**src/rtl/cpu_pkg.sv**
```systemverilog
// Shared definitions for the single-cycle RISC-V core.
// This file holds the fetch-stage constants, the fetch FSM encoding and the alignment helper.
package cpu_pkg;

    localparam logic [31:0] NOP_DEFAULT = 32'h0000_0013;   // addi x0,x0,0
    localparam logic [1:0]  IALIGN_MASK = 2'b11;

    typedef enum logic [1:0] {
        IDLE,
        REQ,
        VALID
    } fetch_state_t;

    function automatic logic is_misaligned(input logic [31:0] addr);
        return |(addr[1:0] & IALIGN_MASK);
    endfunction

endpackage

```
**src/rtl/instr_fetch.sv**
```systemverilog
// Instruction-fetch responder: PC in, one instruction word out with a one-cycle iready pulse.
// Contains a one-entry last-fetch buffer and a bus timeout. Faults return a NOP with an error pulse.
module instr_fetch
    import cpu_pkg::*;
#(
    parameter int unsigned TIMEOUT = 255,
    parameter logic [31:0] NOP     = NOP_DEFAULT
) (
    input  logic        clk,
    input  logic        RST,
    input  logic [31:0] PCaddr,
    output logic        iready,
    output logic [31:0] instr,
    output logic        ifetch_err,
    output logic        mem_req,
    output logic [31:0] mem_addr,
    input  logic        mem_ack,
    input  logic [31:0] mem_rdata,
    input  logic        mem_err
);

    localparam int TO_W = (TIMEOUT < 2) ? 1 : $clog2(TIMEOUT + 1);
    localparam logic [TO_W:0] TO_LIMIT = TIMEOUT[TO_W:0];

    fetch_state_t    state_q, state_d;
    logic [31:0]     instr_q, instr_d;
    logic            err_q, err_d;
    logic            iready_q;
    logic            req_q, req_d;
    logic [31:0]     addr_q, addr_d;
    logic [TO_W-1:0] cnt_q, cnt_d;
    logic            buf_v_q;
    logic [31:0]     buf_addr_q, buf_data_q;
    logic            buf_we;
    logic            expire;

    // Expiry means this REQ cycle would be the TIMEOUT-th one without an ack.
    assign expire = (TIMEOUT != 0) && (({1'b0, cnt_q} + (TO_W + 1)'(1)) == TO_LIMIT);

    // NOTE: every signal written here gets a default first, so no path can infer a latch.
    always_comb begin
        state_d = state_q;
        instr_d = instr_q;
        err_d   = err_q;
        req_d   = req_q;
        addr_d  = addr_q;
        cnt_d   = cnt_q;
        buf_we  = 1'b0;

        unique case (state_q)
            IDLE: begin
                if (is_misaligned(PCaddr)) begin
                    instr_d = NOP;
                    err_d   = 1'b1;
                    state_d = VALID;
                end else if (buf_v_q && (PCaddr == buf_addr_q)) begin
                    instr_d = buf_data_q;
                    state_d = VALID;
                end else begin
                    addr_d  = PCaddr & ~{30'b0, IALIGN_MASK};
                    req_d   = 1'b1;
                    cnt_d   = '0;
                    state_d = REQ;
                end
            end
            REQ: begin
                // An ack in the expiry cycle still delivers its data.
                if (mem_ack) begin
                    req_d   = 1'b0;
                    state_d = VALID;
                    if (mem_err) begin
                        instr_d = NOP;
                        err_d   = 1'b1;
                    end else begin
                        instr_d = mem_rdata;
                        buf_we  = 1'b1;
                    end
                end else if (expire) begin
                    req_d   = 1'b0;
                    instr_d = NOP;
                    err_d   = 1'b1;
                    state_d = VALID;
                end else begin
                    cnt_d = cnt_q + TO_W'(1);
                end
            end
            VALID: begin
                err_d   = 1'b0;
                state_d = IDLE;
            end
            default: state_d = IDLE;
        endcase
    end

    // NOTE: sequential state uses non-blocking assignments so every register samples pre-edge values.
    always_ff @(posedge clk or posedge RST) begin
        if (RST) begin
            state_q  <= IDLE;
            instr_q  <= NOP;
            err_q    <= 1'b0;
            iready_q <= 1'b0;
            req_q    <= 1'b0;
            addr_q   <= '0;
            cnt_q    <= '0;
            buf_v_q  <= 1'b0;
        end else begin
            state_q  <= state_d;
            instr_q  <= instr_d;
            err_q    <= err_d;
            iready_q <= (state_d == VALID);
            req_q    <= req_d;
            addr_q   <= addr_d;
            cnt_q    <= cnt_d;
            if (buf_we) begin
                buf_v_q <= 1'b1;
            end
        end
    end

    // NOTE: buffer payload is not reset; buf_v_q alone qualifies it.
    always_ff @(posedge clk) begin
        if (buf_we) begin
            buf_addr_q <= addr_q;
            buf_data_q <= mem_rdata;
        end
    end

    assign iready     = iready_q;
    assign instr      = instr_q;
    assign ifetch_err = err_q;
    assign mem_req    = req_q;
    assign mem_addr   = addr_q;

endmodule

```
**config.mk**
```make
export PLATFORM = sky130hd
export DESIGN_NAME = instr_fetch
export DESIGN_NICKNAME = d
export VERILOG_FILES = /design/src/rtl/cpu_pkg.sv /design/src/rtl/instr_fetch.sv
export SDC_FILE = /design/constraint.sdc
export NUM_CORES = 1
export LEC_CHECK = 0
export ABC_AREA = 1
export BUFFER_PORTS_ARGS = -buffer_cell sky130_fd_sc_hd__buf_2
export CAP_MARGIN = 0
export CORE_UTILIZATION = 30
export DETAILED_ROUTE_END_ITERATION = 8
export HOLD_SLACK_MARGIN = 0.06
export SYNTH_ARGS = -nofsm -noshare
export SYNTH_HDL_FRONTEND = slang
export SYNTH_SLANG_ARGS = --single-unit
export TNS_END_PERCENT = 1
```
**constraint.sdc**
```tcl
create_clock -name clk -period 6.3 [get_ports clk]
set_input_delay 1.26 -clock clk [delete_from_list [all_inputs] [get_ports clk]]
set_output_delay 1.26 -clock clk [all_outputs]
set_load 0.02 [all_outputs]
```
Yosys cells after proc, flatten, opt, wreduce, memory -nomap -nowiden
Cells that the tools add are included.
{"block": "totals", "regBits": 138, "out_inout_bits": 67, "mem_bits_ro": 0, "latchBits": 0, "mem_bits_rw": 0, "n_memories": 0, "inputBits": 68, "wordCells": 66}
{"block": "classes", "reduce_logical": 10, "n_eq_ne": 13, "n_addsub": 2, "n_mul": 0, "muxes": 29, "n_div": 0, "order_cmp": 0, "n_bitwise": 2, "shift": 0}
{"op": "2-to-1 mux 32 bit", "count": 5}
{"op": "one-hot mux 32 bit (2 select lines)", "count": 1}
{"op": "== test 32 bit", "count": 1}
{"op": "2-to-1 mux 8 bit", "count": 4}
{"op": "one-hot mux 8 bit (2 select lines)", "count": 1}
{"op": "2-to-1 mux 1 bit", "count": 11}
{"op": "!= test 2 bit, second input constant", "count": 5}
{"op": "adder 8 x 1 -> 9 bit, second input constant", "count": 1}
{"op": "== test 9 x 8 -> 1 bit, second input constant", "count": 1}
{"op": "!= test 3 bit, second input constant", "count": 3}
{"op": "adder 8 x 1 -> 8 bit, second input constant", "count": 1}
{"op": "2-to-1 mux 2 bit", "count": 4}
{"op": "AND reduction 4 bit", "count": 2}
{"op": "AND reduction 3 bit", "count": 2}
{"op": "AND reduction 5 bit", "count": 1}
{"op": "== test 2 bit, second input constant", "count": 2}
{"op": "one-hot mux 2 bit (2 select lines)", "count": 1}
{"op": "one-hot mux 1 bit (3 select lines)", "count": 1}
{"op": "nonzero test 3 bit", "count": 1}
{"op": "== test 2 x 1 -> 1 bit, second input constant", "count": 1}
{"op": "zero test 2 bit", "count": 1}
{"op": "NOT 1 bit", "count": 2}
{"op": "one-hot mux 1 bit (2 select lines)", "count": 1}
{"op": "nonzero test 2 bit", "count": 1}
{"op": "2 further kinds", "count": 2}

Longest topological paths before layout
Gate-level depths: netlist of run 1.
{"block": "depth", "word_depth": 6, "mapped_depth": 15, "depth_no_buf": 14}

Least setup slack after synthesis of run 1
No wires, ideal clock.
{"block": "synth_timing", "kind": "in2reg", "startpoint": "input mem_ack", "endpoint": "register instr_q[23] (netlist: instr[23])", "t_arrival_ns": 4.028, "path_buffers": 1, "setup_slack_ns": 2.206, "stages": 6, "setup_time_ns": 0.066, "path_cell_list": "inv_1 -> nor3_1 -> clkbuf_1 -> a22o_1 -> nand2_1 -> nand2_1"}
{"block": "synth_between", "elab_chain_len": 2, "elab_cells_between_ends": 4, "classes_between": "1 x eq/ne; 2 x mux; 1 x reduce/logical"}
{"item": "from (decl)", "line": "instr_fetch.sv:17", "source": "input logic mem_ack,"}
{"item": "!= test 3 bit (no source line) or 2-to-1 mux 32 bit (tied branches)"}
{"item": "AND reduction 3 bit (no source line) or one-hot mux 32 bit (2 select lines) (tied branches)"}
{"item": "to (signal assigned)", "line": "instr_fetch.sv:108", "source": "instr_q <= instr_d;"}
{"item": "to (decl)", "line": "instr_fetch.sv:26", "source": "logic [31:0] instr_q, instr_d;"}
Several ways; a longest one is shown, not always the timed one.
A chain may end at the register's enable or synchronous reset.

Worst setup path in the final report of run 1
{"block": "layout_timing", "startpoint": "input PCaddr[0]", "endpoint": "register addr_q[7] (netlist: mem_addr[7])"}
{"block": "layout_between", "elab_chain_len": 4, "elab_cells_between_ends": 6, "classes_between": "1 x eq/ne; 2 x bitwise; 3 x reduce/logical"}
{"item": "from (decl)", "line": "instr_fetch.sv:11", "source": "input logic [31:0] PCaddr,"}
{"item": "== test 32 bit", "line": "instr_fetch.sv:56", "source": "end else if (buf_v_q && (PCaddr == buf_addr_q)) begin"}
{"item": "logical AND 1 bit", "line": "instr_fetch.sv:56"}
{"item": "NOT 1 bit (no source line)"}
{"item": "AND reduction 3 bit (no source line) (*)"}
{"item": "to (signal assigned)", "line": "instr_fetch.sv:112", "source": "addr_q <= addr_d;"}
{"item": "to (decl)", "line": "instr_fetch.sv:30", "source": "logic [31:0] addr_q, addr_d;"}
Mark *: on every way between the ends. The rest lies on a longest branch, timed or not.

==> results of run 1 <==
## metal layers
metal / vias up / GRT usage / wire length [um]
met5: - / 0 / 17
met2: 129 / 0.2154 / 5998
li1: 2156 / - / -
met3: 13 / 0.05148 / 900
met4: 2 / 0.04697 / 134
met1: 2026 / 0.1954 / 6702
## cell type report
class / instances / area share
multi-input combinational: 358 / 0.2371
sequential: 138 / 0.5055
clock inverter: 11 / 0.02602
clock buffer: 21 / 0.06179
tap: 260 / 0.04365
antenna: 1 / 0.0003358
inverter: 61 / 0.03089
timing repair buffer: 138 / 0.09469
## cells by family after synthesis
group	after synthesis	share of synthesized area
AND/OR/NAND/NOR	278	0.1959
flip-flops	138	0.6404
buffers and inverters	86	0.06210
AO/OA/AOI/OAI	59	0.07146
XOR/XNOR	17	0.02531
adder cells (fa/ha/maj)	2	0.004253
other	1	0.0006374
## worst max path at each step
| stage | from | to |
|---|---|---|
| final | PCaddr[0] | mem_addr[7]$_DFFE_PP0P_ |
| after global placement | PCaddr[0] | mem_addr[22]$_DFFE_PP0P_ |
| after floorplan | mem_ack | instr[23]$_DFFE_PP0P_ |
| after detailed placement | PCaddr[0] | mem_addr[2]$_DFFE_PP0P_ |
| after CTS | PCaddr[0] | mem_addr[2]$_DFFE_PP0P_ |
| after global routing | PCaddr[25] | mem_addr[22]$_DFFE_PP0P_ |
## worst reg2reg max path: cells and delay by family (launching register included)
family / cells / cell delay, ps
adder cells (fa/ha/maj): 1 / 260
AND/OR/NAND/NOR: 10 / 1580
buffers and inverters: 1 / 70
flip-flops: 1 / 430
## stage by stage
| step | hold slack (ps) | util | std cells | power [mW] | area [um^2] |
|---|---|---|---|---|---|
| 2_1_floorplan | 422.9 | - | 582 | 1.891 | 5887 |
| 3_3_place_gp | 444.7 | 0.3585 | 955 | 2.208 | 6795 |
| 3_5_place_dp | 444.2 | 0.3585 | 955 | 2.221 | 6795 |
| 4_1_cts | 458.9 | 0.3930 | 987 | 3.337 | 7450 |
| 5_1_grt | 494.3 | 0.3930 | 987 | 3.478 | 7450 |
| 6_report | 460.7 | 0.3931 | 988 | 3.300 | 7452 |
## layout by cell type (no fill, tap or decap), drive strengths merged, types with 19 or more instances in the layout
cell type and count:
nand2 206, clkbuf 21, buf 138, dfrtp 73, a22o 29, edfxtp 62, nand3 50, inv 60
o21ai 24, nor2 19
## report_power, final
part           internal, mW  total [mW]  switching, mW
clock                 0.725        1.11          0.383
sequential             1.19        1.34          0.147
combinational         0.269       0.853          0.584
total                  2.19        3.30           1.11
## sequential cells by signal (all words and copies together), names as in the netlist
signal / count
buf_addr_q: 30
iready: 1
mem_addr: 30
buf_v_q: 1
state_q: 2
ifetch_err: 1
instr: 32
mem_req: 1
cnt_q: 8
buf_data_q: 32
==> reports/summary.txt, run 1 <==
Count leader, synth: nand2_1
Fmax: 339.4 MHz
CTS tree: done
Final setup fails: 0
Ports: 135
Synth unique cells: 28
Post-synth EDFFs: 62
Setup_tns: 0 ps
Flop and latch count out of synthesis: 138
Total track usage: 0.1447
Post-DP HPWL: 9022 um
Worst hold stages: 2
Worst Max-Slew Pin Slew: 758.5 ps
Initial antenna violation count: 1
Vias in the first global route: 4205
Fill cell count: 1883
VDD IR max: 0.1780 mV
CTS Buf Count: 17
Per-cell routed wire length: 13.92 um
Hold Buf Count CTS: 0
Starting Density: 0.3104
Crit-path cells: buf_2, inv_1, nand2_1, nor2_1, nand2_1, nor2_1, nand2_1, nor2_1, nand2_1, nand3_2, buf_4, inv_1, nand2_1, nand2_1
Mapped Area: 5883 um^2
Power Density: 442.8 nW/um^2
RD Place Congestion: 0.7089
H-tree levels: 4
Clock-pin transition on the worst setup and hold timing paths: 60 ps
Warnings from Yosys: 0
Multi-input combinational cell area: 1767 um^2
R2r endpoint: instr[24]$_DFFE_PP0P_
Synth area leader: edfxtp_1
Num Clock Sinks: 138
Postcts setup bufs: 0
Final hold vios: 0
Reg2reg path depth: 12
Crit. End Element: register
Syn avg cell area: 10.13 um^2
Placeable core area: 18960 um^2
Worst Skew: 9.313 ps
Iteration-0 DRC Markers: 217
Hold Crit Class: reg -> reg
Leakage power: 3.649 nW
Max Fanout on Critical Path: 29
Die X: 142.0 um
Clk buf depth: 2
Largest net degree at the start of global routing: 51
Final Slew Violations: 0
RSZ-0062 raised after global routing: false
Worst hold start: buf_v_q$_DFFE_PP0P_
TritonRoute pass-1 iters: 4
Die area: 20170 um^2
I/O Buffers: 132
Most used flip-flop cell after synthesis: dfrtp_1
Ys async rst share: 0.5507
Crit-path slowest cell: buf_4
Post-synth top area share: 0.3165
Chip height: 142.0 um
Cell count along the critical path: 14
Grt ovf: 0
Nets: 784
Period utilization: 0.4676
Antenna-violating nets left: 0
Top cells by area, synth: edfxtp_1 32%, dfrtp_1 31%, nand2_1 13%
Sequential Area: 3767 um^2
Number of remaining DRC errors: 0
Min Tclk post-route: 2946 ps
Worst r2r src: cnt_q[0]$_DFFE_PP0P_
Reg2Reg Setup Slack: 3890 ps
Max_cap viols: 0
Layout cell share with drive strength beyond 1: 0.2531
CP max stage delay: 380 ps
CP Launch Type: primary input
Worst Hold Path EP: buf_v_q$_DFFE_PP0P_
Worst-Skew Late Latency: 410 ps
Layout area overhead: 26.67%
Vias after detailed routing: 4326
Worst EP arrival: 3240 ps
Row cnt: 50
Via-to-Cell Ratio: 4.379
DRT Wirelength: 13750 um
Relative slew slack: 0.4916
Critical Path RT: 6600 ps
Synth Instances: 581
Cell family with most CP delay: simple AND/OR/NAND/NOR gates
Final worst setup slack: 3354 ps
Post-synthesis sequential area ratio: 0.6404
Buffers plus inverters on the worst setup path: 4
Most instantiated cells after synthesis: 202 x nand2_1, 73 x dfrtp_1, 62 x edfxtp_1
First-pass GRT wire length: 22180 um
Post_cts resized: 0
Most frequent CP cell: nand2_1
Outcome: completed
Root buf cell: clkbuf_16
Setup CP Type: in -> reg
Placement Setup Slack: 2869 ps
(Power assumes the default switching activity.)
==> run 2, diff against run 1 <==
- ABC_AREA: 1 -> 0
- clock period: 6.3 -> 2.65 ns (I/O delays scaled with it)
==> run 2 against run 1 <==
- first-iteration DRC count shrank 31%
- power up 120%
- clock-buffer cell count shrank 3
- global-route usage is 0.71 points lower
- routed wire length fell by 7.5%
- worst setup slack worse by 3200 ps
- sequential power increased by 130%
- area after synthesis is 1.9% lower
- sequential share of layout area grew 0.26 points
- worst hold slack worse by 390 ps
- cell area decreased by 0.52%
- flip-flop and latch count did not move
==> reports/summary.txt, run 2 <==
Die area: 19790 um^2 (-1.9%)
Grt ovf: 0 (unchanged)
Top cells by area, synth: edfxtp_1 32%, dfrtp_1 32%, mux2_2 6.8%
Syn avg cell area: 15.39 um^2 (+52%)
Layout area overhead: 28.47%
Row cnt: 50 (unchanged)
Die X: 140.7 um (-0.95%)
Min Tclk post-route: 2461 ps
Buffers plus inverters on the worst setup path: 1 (-3)
Placement Setup Slack: -170.2 ps (-3039 ps)
Root buf cell: clkbuf_16
Final Slew Violations: 0 (unchanged)
Final core occ: 0.3950 (+0.001865)
Critical Path RT: 2940 ps (-3660 ps)
Starting Density: 0.3075 (-0.002896)
Total track usage: 0.1376 (-0.007130)
Ys async rst share: 0.5507 (unchanged)
Post-synthesis sequential area ratio: 0.6529 (+0.01250)
Post-synth EDFFs: 62 (unchanged)
Iteration-0 DRC Markers: 149 (-31%)
Layout cell share with drive strength beyond 1: 0.4675 (+0.2144)
Synth area leader: edfxtp_1
DRT Wirelength: 12730 um (-7.5%)
Relative slew slack: 0.6630 (+0.1715)
VDD IR max: 0.4993 mV (+180%)
Synth unique cells: 49 (+75%)
Vias in the first global route: 3765 (-10%)
Via-to-Cell Ratio: 4.672 (+6.7%)
Count leader, synth: dfrtp_1
H-tree levels: 4 (unchanged)
Worst Max-Slew Pin Slew: 500.8 ps (-257.7 ps)
Fmax: 406.3 MHz
Final hold vios: 0 (unchanged)
CP Launch Type: register
Vias after detailed routing: 3616 (-16%)
Clock-pin transition on the worst setup and hold timing paths: 60 ps (about the same)
Sequential Area: 3767 um^2 (unchanged)
Hold Buf Count CTS: 0 (unchanged)
Initial antenna violation count: 1 (unchanged)
Largest net degree at the start of global routing: 62 (+22%)
Power Density: 983.4 nW/um^2 (+120%)
Crit-path cells: ha_1, a21oi_1, o311ai_0, a221oi_2, nor2_2, a221o_2, buf_12, mux2_4
Warnings from Yosys: 0 (unchanged)
Number of remaining DRC errors: 0 (unchanged)
I/O Buffers: 132 (unchanged)
Placed Instance Area: 6804 um^2 (+0.13%)
Worst-Skew Late Latency: 410 ps (about the same)
CP max stage delay: 430 ps (+50 ps)
Commonest non-fill, non-tap cells in the layout: 132 x buf_2, 73 x dfrtp_1, 62 x edfxtp_1
Worst Skew: 10.43 ps (+1.116 ps)
Period utilization: 0.9288
Nets: 596 (-24%)
Placeable core area: 18770 um^2 (-0.99%)
Multi-input combinational cell area: 1869 um^2 (+5.8%)
RD Place Congestion: 0.7739 (+9.2%)
Worst EP arrival: 2750 ps (-490 ps)
Fill cell count: 1772 (-5.9%)
CTS Buf Count: 17 (unchanged)
Crit. End Element: register
Max Fanout on Critical Path: 25 (-14%)
Chip height: 140.7 um (-0.95%)
Leakage power: 3.185 nW (-13%)
Synth Instances: 375 (-35%)
Most common cell after layout, fill and taps aside: buf_2
Most used flip-flop cell after synthesis: dfrtp_1
Hold slack: 73.57 ps (-387.1 ps)
Mapped Area: 5771 um^2 (-1.9%)
Post-DP HPWL: 9073 um (+0.56%)
Antenna-violating nets left: 0 (unchanged)
TritonRoute pass-1 iters: 4 (unchanged)
Setup_tns: 0 ps (unchanged)
Flop and latch count out of synthesis: 138 (unchanged)
Final worst setup slack: 188.7 ps (-3165 ps)
Hold Crit Class: in -> async
Num Clock Sinks: 138 (unchanged)
Max_cap viols: 0 (unchanged)
CTS tree: done
Most instantiated cells after synthesis: 73 x dfrtp_1, 62 x edfxtp_1, 35 x mux2_2
Outcome: completed
Final setup fails: 0 (unchanged)
RSZ-0062 raised after global routing: false
Per-cell routed wire length: 16.44 um (+18%)
Final instance area: 7413 um^2 (-0.52%)
Crit-path slowest cell: a221oi_2
Postcts setup bufs: 0 (unchanged)
Setup CP Type: reg -> reg
Cell family with most CP delay: compound AO/OA/AOI/OAI gates
Clk buf depth: 2 (unchanged)
First-pass GRT wire length: 20550 um (-7.4%)
Ports: 135 (unchanged)
Post-synth top area share: 0.3226 (+0.006176)
run 2: final timing paths:
path	start	to	slack [ps]	cells after the start
setup reg to reg	cnt_q[0]$_DFFE_PP0P_	instr[12]$_DFFE_PP0P_	190	8
hold / removal	RST	instr[26]$_DFFE_PP0P_	70	2
setup / recovery	cnt_q[0]$_DFFE_PP0P_	instr[12]$_DFFE_PP0P_	190	8
min in group clk	mem_rdata[12]	buf_data_q[12]$_DFFE_PP_	310	1
max in group asynchronous	RST	instr[4]$_DFFE_PP1P_	1930	3
hold reg to reg	mem_addr[25]$_DFFE_PP0P_	buf_addr_q[25]$_DFFE_PP_	460	0
run 2: logic make-up after synthesis:
group                    count (synthesis)  synth area share
buffers and inverters                   32           0.02818
AO/OA/AOI/OAI                           57           0.07827
adder cells (fa/ha/maj)                  2          0.004336
other                                    1         0.0006499
XOR/XNOR                                30           0.04553
multiplexers                            65            0.1420
flip-flops                             138            0.6529
AND/OR/NAND/NOR                         50           0.04814
run 2: through the flow:
| stage | instances | total power, mW |
|---|---|---|
| finish | 774 | 7.290 |
| global route | 774 | 7.656 |
| CTS | 773 | 7.412 |
| detailed placement | 741 | 4.970 |
| global placement | 741 | 4.899 |
| floorplan | 376 | 4.253 |
run 2: final cells by class:
cell class	instances	share of cell area
sequential	138	0.5082
multi-input combinational	206	0.2522
timing repair buffer	149	0.1114
clock buffer	18	0.05789
tap	234	0.03949
clock inverter	14	0.02312
inverter	14	0.007426
antenna	1	0.0003376
run 2: layer usage:
metal,routed length [um],vias to the layer above,share of wire,global-route usage
met2,6193,96,0.49,0.2176
li1,-,1696,-,-
met1,5688,1811,0.45,0.1755
met4,195,0,0.015,0.06064
met5,0,-,0,0
met3,649,13,0.051,0.03974
run 2: repair_timing:
item | 4_1_cts | 5_1_grt
endpoints found under the setup margin | 0 | 32
resized for setup | 0 | 1
endpoints found under the hold margin | 0 | 0
run 2: report_power, final:
part,internal [mW],switching (mW)
clock,1.48,0.911
sequential,2.75,0.282
combinational,0.815,1.05
